**src/rtl/reservation_alu3_issue.sv**
```systemverilog
// ALU3 issue stage: picks the lowest-index ready reservation entry, captures it
// into the ALU input register and owns the in-order EX execution pointer.
module reservation_alu3_issue #(
    parameter int unsigned P_ENTRY_N = 4
)(
    input  logic                      iCLOCK,
    input  logic                      inRESET,
    input  logic                      iREMOVE_VALID,
    input  logic [P_ENTRY_N-1:0]      iENTRY_MATCHING,
    input  logic [5*P_ENTRY_N-1:0]    iENTRY_CMD,
    input  logic [P_ENTRY_N-1:0]      iENTRY_SYS_LDST,
    input  logic [P_ENTRY_N-1:0]      iENTRY_LDST,
    input  logic [P_ENTRY_N-1:0]      iENTRY_SOURCE0_SYSREG,
    input  logic [32*P_ENTRY_N-1:0]   iENTRY_SOURCE0,
    input  logic [P_ENTRY_N-1:0]      iENTRY_SOURCE1_SYSREG,
    input  logic [32*P_ENTRY_N-1:0]   iENTRY_SOURCE1,
    input  logic [6*P_ENTRY_N-1:0]    iENTRY_DESTINATION_REGNAME,
    input  logic [P_ENTRY_N-1:0]      iENTRY_DESTINATION_SYSREG,
    input  logic [6*P_ENTRY_N-1:0]    iENTRY_COMMIT_TAG,
    input  logic [32*P_ENTRY_N-1:0]   iENTRY_PC,
    output logic [P_ENTRY_N-1:0]      oEXOUT_VALID,
    output logic [3:0]                oEX_EXECUTION_POINTER,
    input  logic                      iALU_LOCK,
    output logic                      oALU_VALID,
    output logic [4:0]                oALU_CMD,
    output logic                      oALU_SYS_LDST,
    output logic                      oALU_LDST,
    output logic                      oALU_SOURCE0_SYSREG,
    output logic [31:0]               oALU_SOURCE0,
    output logic                      oALU_SOURCE1_SYSREG,
    output logic [31:0]               oALU_SOURCE1,
    output logic [5:0]                oALU_DESTINATION_REGNAME,
    output logic                      oALU_DESTINATION_SYSREG,
    output logic [5:0]                oALU_COMMIT_TAG,
    output logic [31:0]               oALU_PC
);
    localparam int unsigned L_CMD_W  = 5;
    localparam int unsigned L_DATA_W = 32;
    localparam int unsigned L_REG_W  = 6;
    localparam int unsigned L_PTR_W  = 4;

    logic                 w_found;
    logic [P_ENTRY_N-1:0] w_onehot;
    logic [L_CMD_W-1:0]   w_cmd;
    logic                 w_sys_ldst, w_ldst, w_s0_sys, w_s1_sys, w_dst_sys;
    logic [L_DATA_W-1:0]  w_s0, w_s1, w_pc;
    logic [L_REG_W-1:0]   w_dst, w_tag;
    logic                 w_accept, w_issue;

    logic                 r_valid;
    logic [L_CMD_W-1:0]   r_cmd;
    logic                 r_sys_ldst, r_ldst, r_s0_sys, r_s1_sys, r_dst_sys;
    logic [L_DATA_W-1:0]  r_s0, r_s1, r_pc;
    logic [L_REG_W-1:0]   r_dst, r_tag;
    logic [L_PTR_W-1:0]   r_ptr;

    // Fixed-priority select: lowest ready index wins, its fields are muxed out.
    always_comb begin
        w_found    = 1'b0;
        w_onehot   = '0;
        w_cmd      = '0;
        w_sys_ldst = 1'b0;
        w_ldst     = 1'b0;
        w_s0_sys   = 1'b0;
        w_s1_sys   = 1'b0;
        w_dst_sys  = 1'b0;
        w_s0       = '0;
        w_s1       = '0;
        w_pc       = '0;
        w_dst      = '0;
        w_tag      = '0;
        for (int k = 0; k < P_ENTRY_N; k++) begin
            if (iENTRY_MATCHING[k] && !w_found) begin
                w_found     = 1'b1;
                w_onehot[k] = 1'b1;
                w_cmd       = iENTRY_CMD[k*L_CMD_W +: L_CMD_W];
                w_sys_ldst  = iENTRY_SYS_LDST[k];
                w_ldst      = iENTRY_LDST[k];
                w_s0_sys    = iENTRY_SOURCE0_SYSREG[k];
                w_s1_sys    = iENTRY_SOURCE1_SYSREG[k];
                w_dst_sys   = iENTRY_DESTINATION_SYSREG[k];
                w_s0        = iENTRY_SOURCE0[k*L_DATA_W +: L_DATA_W];
                w_s1        = iENTRY_SOURCE1[k*L_DATA_W +: L_DATA_W];
                w_pc        = iENTRY_PC[k*L_DATA_W +: L_DATA_W];
                w_dst       = iENTRY_DESTINATION_REGNAME[k*L_REG_W +: L_REG_W];
                w_tag       = iENTRY_COMMIT_TAG[k*L_REG_W +: L_REG_W];
            end
        end
    end

    // A held op blocks the register only while the ALU is locked; flush and reset suppress issue.
    assign w_accept     = !r_valid || !iALU_LOCK;
    assign w_issue      = w_found && w_accept && !iREMOVE_VALID && inRESET;
    assign oEXOUT_VALID = w_issue ? w_onehot : '0;

    always_ff @(posedge iCLOCK or negedge inRESET) begin
        if (!inRESET) begin
            r_valid    <= 1'b0;
            r_cmd      <= '0;
            r_sys_ldst <= 1'b0;
            r_ldst     <= 1'b0;
            r_s0_sys   <= 1'b0;
            r_s1_sys   <= 1'b0;
            r_dst_sys  <= 1'b0;
            r_s0       <= '0;
            r_s1       <= '0;
            r_pc       <= '0;
            r_dst      <= '0;
            r_tag      <= '0;
            r_ptr      <= '0;
        end else if (iREMOVE_VALID) begin
            r_valid <= 1'b0;
            r_ptr   <= '0;
        end else if (w_issue) begin
            r_valid    <= 1'b1;
            r_cmd      <= w_cmd;
            r_sys_ldst <= w_sys_ldst;
            r_ldst     <= w_ldst;
            r_s0_sys   <= w_s0_sys;
            r_s1_sys   <= w_s1_sys;
            r_dst_sys  <= w_dst_sys;
            r_s0       <= w_s0;
            r_s1       <= w_s1;
            r_pc       <= w_pc;
            r_dst      <= w_dst;
            r_tag      <= w_tag;
            r_ptr      <= r_ptr + L_PTR_W'(1);
        end else if (w_accept) begin
            r_valid <= 1'b0;
        end
    end

    assign oALU_VALID               = r_valid;
    assign oALU_CMD                 = r_cmd;
    assign oALU_SYS_LDST            = r_sys_ldst;
    assign oALU_LDST                = r_ldst;
    assign oALU_SOURCE0_SYSREG      = r_s0_sys;
    assign oALU_SOURCE0             = r_s0;
    assign oALU_SOURCE1_SYSREG      = r_s1_sys;
    assign oALU_SOURCE1             = r_s1;
    assign oALU_DESTINATION_REGNAME = r_dst;
    assign oALU_DESTINATION_SYSREG  = r_dst_sys;
    assign oALU_COMMIT_TAG          = r_tag;
    assign oALU_PC                  = r_pc;
    assign oEX_EXECUTION_POINTER    = r_ptr;

endmodule

```
**config.mk**
```make
export PLATFORM = sky130hd
export DESIGN_NAME = reservation_alu3_issue
export DESIGN_NICKNAME = d
export VERILOG_FILES = /design/src/rtl/reservation_alu3_issue.sv
export SDC_FILE = /design/constraint.sdc
export NUM_CORES = 1
export LEC_CHECK = 0
export CAP_MARGIN = 0
export CELL_PAD_IN_SITES_DETAIL_PLACEMENT = 0
export CELL_PAD_IN_SITES_GLOBAL_PLACEMENT = 1
export CORE_AREA = 2 2 234 236
export CTS_CLUSTER_DIAMETER = 30
export DETAILED_ROUTE_END_ITERATION = 10
export DIE_AREA = 0 0 236 238
export PLACE_DENSITY_LB_ADDON = 0.08
export SYNTH_ARGS = -nofsm -noshare
export SYNTH_HDL_FRONTEND = slang
export SYNTH_SLANG_ARGS = --single-unit
```
**constraint.sdc**
```tcl
create_clock -name iCLOCK -period 4.4 [get_ports iCLOCK]
set_clock_uncertainty 0.15 [all_clocks]
set_input_delay 1.1 -clock iCLOCK [delete_from_list [all_inputs] [get_ports iCLOCK]]
set_output_delay 1.1 -clock iCLOCK [all_outputs]
set_load 0.01 [all_outputs]
```
Yosys cells after proc, flatten, opt, wreduce, memory -nomap -nowiden
Index checks and enable logic that the tools add are counted.
{ "word_totals": {"register_bits": 123, "latchBits": 0, "mem_bits_rw": 0, "rom_bits": 0, "out_inout_bits": 127, "memories": 0} }
{ "classes": {"add_sub_neg": 1, "multipliers": 0, "div": 0, "magnitude_cmp": 0, "n_eq_ne": 0, "n_shift": 0, "mux": 57, "n_bitwise": 1, "n_reduce_logical": 16} }
{ "ops": {"columns": ["op", "n"], "rows": [
  ["two-way mux 32 bit", 12],
  ["two-way mux 6 bit", 8],
  ["two-way mux 1 bit", 30],
  ["two-way mux 5 bit", 4],
  ["two-way mux 4 bit", 3],
  ["logical AND 1 bit", 6],
  ["logical NOT 1 bit", 6],
  ["adder 4 x 1 -> 4 bit (second input constant)", 1],
  ["nonzero test 3 bit", 1],
  ["AND reduction 2 bit", 1],
  ["nonzero test 2 bit", 1],
  ["logical OR 1 bit", 1],
  ["NOT 1 bit", 1]
]} }

Logic depth before layout (Yosys ltp)
{ "logic_depth": {"ltp_word": 15, "mapped_depth": 7, "ltp_nobuf": 4} }

Least setup slack after synthesis
Ideal clock, no wire load.
{ "synth_path": {"kind": "input port to output port", "start": "in iENTRY_MATCHING[2]", "end": "out oEXOUT_VALID[3]", "t_arrival_ps": 2234, "setup_slack_ps": 916, "cell_stages": 5, "cell_sequence": "buf_2 > nor4b_1 > clkbuf_1 > buf_2 > and2_1"} }
{ "synth_via": {"elab_chain_len": 9, "word_cells_on_any_way": 10} }
{ "synth_lines": {"columns": ["element", "line", "rtl"], "rows": [
  ["start, declared", "9", "input logic [P_ENTRY_N-1:0] iENTRY_MATCHING,"],
  ["logical AND 1 bit *", "73", "if (iENTRY_MATCHING[k] && !w_found) begin"],
  ["two-way mux 1 bit *", "73", null],
  ["logical NOT 1 bit", "73", null],
  ["logical AND 1 bit", "73", null],
  ["two-way mux 1 bit", "73", null],
  ["logical AND 1 bit (3 in series)", "93", "assign w_issue = w_found && w_accept && !iREMOVE_VALID && inRESET;"],
  ["two-way mux 4 bit *", "94", "assign oEXOUT_VALID = w_issue ? w_onehot : '0;"],
  ["end, declared", "21", "output logic [P_ENTRY_N-1:0] oEXOUT_VALID,"]
]} }
Every way passes the cells marked *; elsewhere a longest branch is shown, timed or not.

Worst setup path in the final report
{ "layout_path": {"start": "in iREMOVE_VALID", "end": "out oEXOUT_VALID[1]"} }
{ "layout_via": {"elab_chain_len": 4} }
{ "layout_lines": {"columns": ["element", "line", "rtl"], "rows": [
  ["start, declared", "8", "input logic iREMOVE_VALID,"],
  ["logical NOT 1 bit", "93", null],
  ["logical AND 1 bit (2 in series)", "93", null],
  ["two-way mux 4 bit", "94", null]
]} }
No other way between the ends.

==> flow_summary.toml <==
[setup_path]
critPathTopFamily = "buffers and inverters"
r2r_slack_ns = 2.50
worstPathCellList = "clkdlybuf4s50_1, and3b_1, and3_1, clkdlybuf4s50_1"
crit_arrival_ns = 2.66
startpoint_type = "input port"
slowest_delay_ns = 0.54
timing.critical_path.mode_cell = "clkdlybuf4s50_1"
cp-end-kind = "primary output"
crit_type = "in2out"
critical_path_depth = 4
crit_fanout = 8
rr_worst_depth = 5
required_ns = 3.15
worst_r2r_endpoint = "oEX_EXECUTION_POINTER[3]"
path_buf_inv = 2
cp-startpoint = "iREMOVE_VALID"
endpoint = "oEXOUT_VALID[1]"
reg2reg_from = "oALU_VALID"
slowest_stage = "clkdlybuf4s50_1"

[synthesis]
synth_area_leaders = "dfrtp_1, a21oi_1, a221o_1"
ys_top_cells_by_count = "a21oi_1, dfrtp_1, nor2_1"
synth_most_common_cell = "a21oi_1"
ys_seq_elements = 123
syn_avg_cell_area_um2 = 7.73
ys_warn_count = 0
synth-seq-area-share = 0.372
netlist_area_um2 = 8280
synthArstFlopShare = 1.00
synth_nets = 1552
synth_area_leader_cell = "dfrtp_1"
synth-edff-count = 0
netlist_instances = 1071
ys.flop_type = "dfrtp_1"
yosys.area.top_type_share = 0.372
yosys.cell_types.count = 29

[drt]
viasPerCell = 4.52
finalWirelength_mm = 53.8
drtAntennaViolNets = 0
drc = 0
drtIter0Drc = 487
firstDrtPassIters = 5
wire_per_inst_um = 23.3
vias = 10500

[die]
initial_core_util = 0.155
placementRows = 85
boundaryPins = 607
die_h_um = 238
die-area_um2 = 56200
core_area_um2 = 53500
die_w_um = 236

[flow_run]
maxCapViolations = 0

[placed_design]
port-buffer-count = 606
dpl.hpwl_mm = 38.5
place_congestion = 0.802

[final_layout]
nNetsFinal = 2080
syn2layout_area_growth_pct = 87.1
layout-drive-gt1-share = 0.0317
regArea_um2 = 3080
multiInputGateArea_um2 = 4270
fillers = 5881

[clock_tree]
cts.sinks = 123
cts_buffer_depth = 2
cts_tree = "yes"
clk_pin_slew_ns = 0.07
root_buffer = "clkbuf_16"
postCtsHoldBufs = 0
h-tree-depth = 4
insertion_delay_ns = 0.48
ctsResizeCount = 0
cts_setup_buffers = 0
numCtsBuffers = 17

[worst_hold_path]
hold_class = "reg2reg"

[run_status]
outcome = "finished, final reports clean"

[sta]
worst_pin_slew_ns = 0.949
finalCriticalPeriod_ns = 3.91
drv_slew = 0
max-slew-margin-rel = 0.367
fin_crit_sh = 0.888
finalHoldWorstSlack_ns = 0.368
fmax_mhz = 256
rsz0062_at_grt = "false"
finalSetupViolations = 0
tns_ns = 0
hold_viol = 0

[global_routing]
overflow = 0
grt_max_degree = 126
grt_use_total = 0.187
antenna_found_initial = 17
grt_pass1_wl_mm = 76.2
grt_pass1_vias = 10600

[power]
max-vdd-ir-drop_v = 0.000283
power_density_nw_per_um2 = 297
p_leak_nw = 6.21
[placed cells by master (no fill, tap or decap)]
| cell | Yosys | final |
|---|---|---|
| clkdlybuf4s50_1 | 0 | 602 |
| dfrtp_1 | 123 | 123 |
| a221o_1 | 117 | 117 |
| nand3b_1 | 2 | 2 |
| and4b_4 | 0 | 1 |
| nor4b_2 | 0 | 1 |
| or4_1 | 1 | 1 |
| diode_2 | 0 | 10 |
| mux2i_1 | 2 | 2 |
| ha_1 | 1 | 1 |
| a211oi_1 | 107 | 107 |
| o21ai_0 | 12 | 12 |
| a31oi_1 | 1 | 1 |
| and3b_1 | 1 | 1 |
| a22o_1 | 1 | 1 |
| nand2_1 | 113 | 113 |
| nand4_1 | 1 | 1 |
| clkbuf_16 | 0 | 17 |
| nor2b_4 | 0 | 1 |
| a21oi_1 | 235 | 235 |
| inv_1 | 108 | 108 |
| buf_12 | 0 | 9 |
| clkinv_2 | 0 | 2 |
| buf_6 | 8 | 1 |
| o21a_4 | 0 | 1 |
| buf_4 | 8 | 12 |
| and3_1 | 2 | 2 |
| nor2_1 | 119 | 119 |
| nand2b_1 | 2 | 2 |
| and2_1 | 2 | 2 |
| nand4b_1 | 1 | 1 |
| clkbuf_1 | 75 | 5 |
| clkbuf_8 | 0 | 6 |
[per-stage QoR]
| step | power, mW | cell area (um^2) | setup slack (ns) | std cells | util |
|---|---|---|---|---|---|
| floorplan | 2.10 | 8280 | 0.916 | 1071 | - |
| global placement | 3.28 | 14900 | 0.440 | 2276 | 0.279 |
| detailed placement | 3.28 | 14900 | 0.403 | 2276 | 0.279 |
| CTS | 4.70 | 15500 | 0.500 | 2305 | 0.289 |
| global route | 4.86 | 15500 | 0.453 | 2309 | 0.289 |
| finish | 4.60 | 15500 | 0.495 | 2315 | 0.290 |
[metal layers]
| layer | up-vias | wire (um) | global-route usage |
|---|---|---|---|
| li1 | 4925 | - | - |
| met5 | - | 34 | 0 |
| met2 | 382 | 26700 | 0.323 |
| met4 | 6 | 1000 | 0.0596 |
| met3 | 50 | 4710 | 0.0696 |
| met1 | 5105 | 21400 | 0.214 |
[state kept, by name, indices dropped and copies added (netlist names)]
| signal | flops |
|---|---|
| oALU_CMD | 5 |
| oALU_LDST | 1 |
| oALU_PC | 32 |
| oALU_SYS_LDST | 1 |
| oALU_DESTINATION_SYSREG | 1 |
| oALU_DESTINATION_REGNAME | 6 |
| oALU_SOURCE0 | 32 |
| oALU_SOURCE1 | 32 |
| oALU_SOURCE0_SYSREG | 1 |
| oALU_VALID | 1 |
| oALU_SOURCE1_SYSREG | 1 |
| oEX_EXECUTION_POINTER | 4 |
| oALU_COMMIT_TAG | 6 |
[where the power goes]
group          switching [mW]  internal, mW  leakage, nW
clock                   0.581         0.781        0.259
combinational           0.784         0.992         4.58
sequential              0.115          1.34         1.37
[layout make-up]
class                      instances  share of cell area
clock buffer                      27              0.0331
antenna                           10             0.00162
timing repair buffer             625               0.408
inverter                         108              0.0262
multi-input combinational        724               0.276
tap                              696              0.0562
sequential                       123               0.199
clock inverter                     2            0.000646
[how the worst min path moves through the flow]
stage / startpoint / endpoint / slack (ns) / cells after the start
finish: oEX_EXECUTION_POINTER[2] / oEX_EXECUTION_POINTER[2] / 0.37 / 1
global route: oEX_EXECUTION_POINTER[3] / oEX_EXECUTION_POINTER[3] / 0.39 / 1
CTS: oEX_EXECUTION_POINTER[3] / oEX_EXECUTION_POINTER[3] / 0.37 / 1
detailed placement: oEX_EXECUTION_POINTER[2] / oEX_EXECUTION_POINTER[2] / 0.36 / 1
global placement: oEX_EXECUTION_POINTER[3] / oEX_EXECUTION_POINTER[3] / 0.32 / 1
floorplan: oEX_EXECUTION_POINTER[3] / oEX_EXECUTION_POINTER[3] / 0.36 / 1
[kinds of logic after synthesis]
family	count (synthesis)	synth area share
flops	123	0.372
simple gates	247	0.118
mux	2	0.00242
compound gates	474	0.391
fa+ha+maj	1	0.00151
buf+inv	224	0.115
[worst reg2reg max path, cell delays in order, from the launching register on]
cell and delay [ns]:
dfrtp_1 0.38, nand2_1 0.12, and4b_4 0.50, buf_12 0.32, nand4_1 0.16, mux2i_1 0.14
No activity file was read; power rests on OpenSTA's default activity.
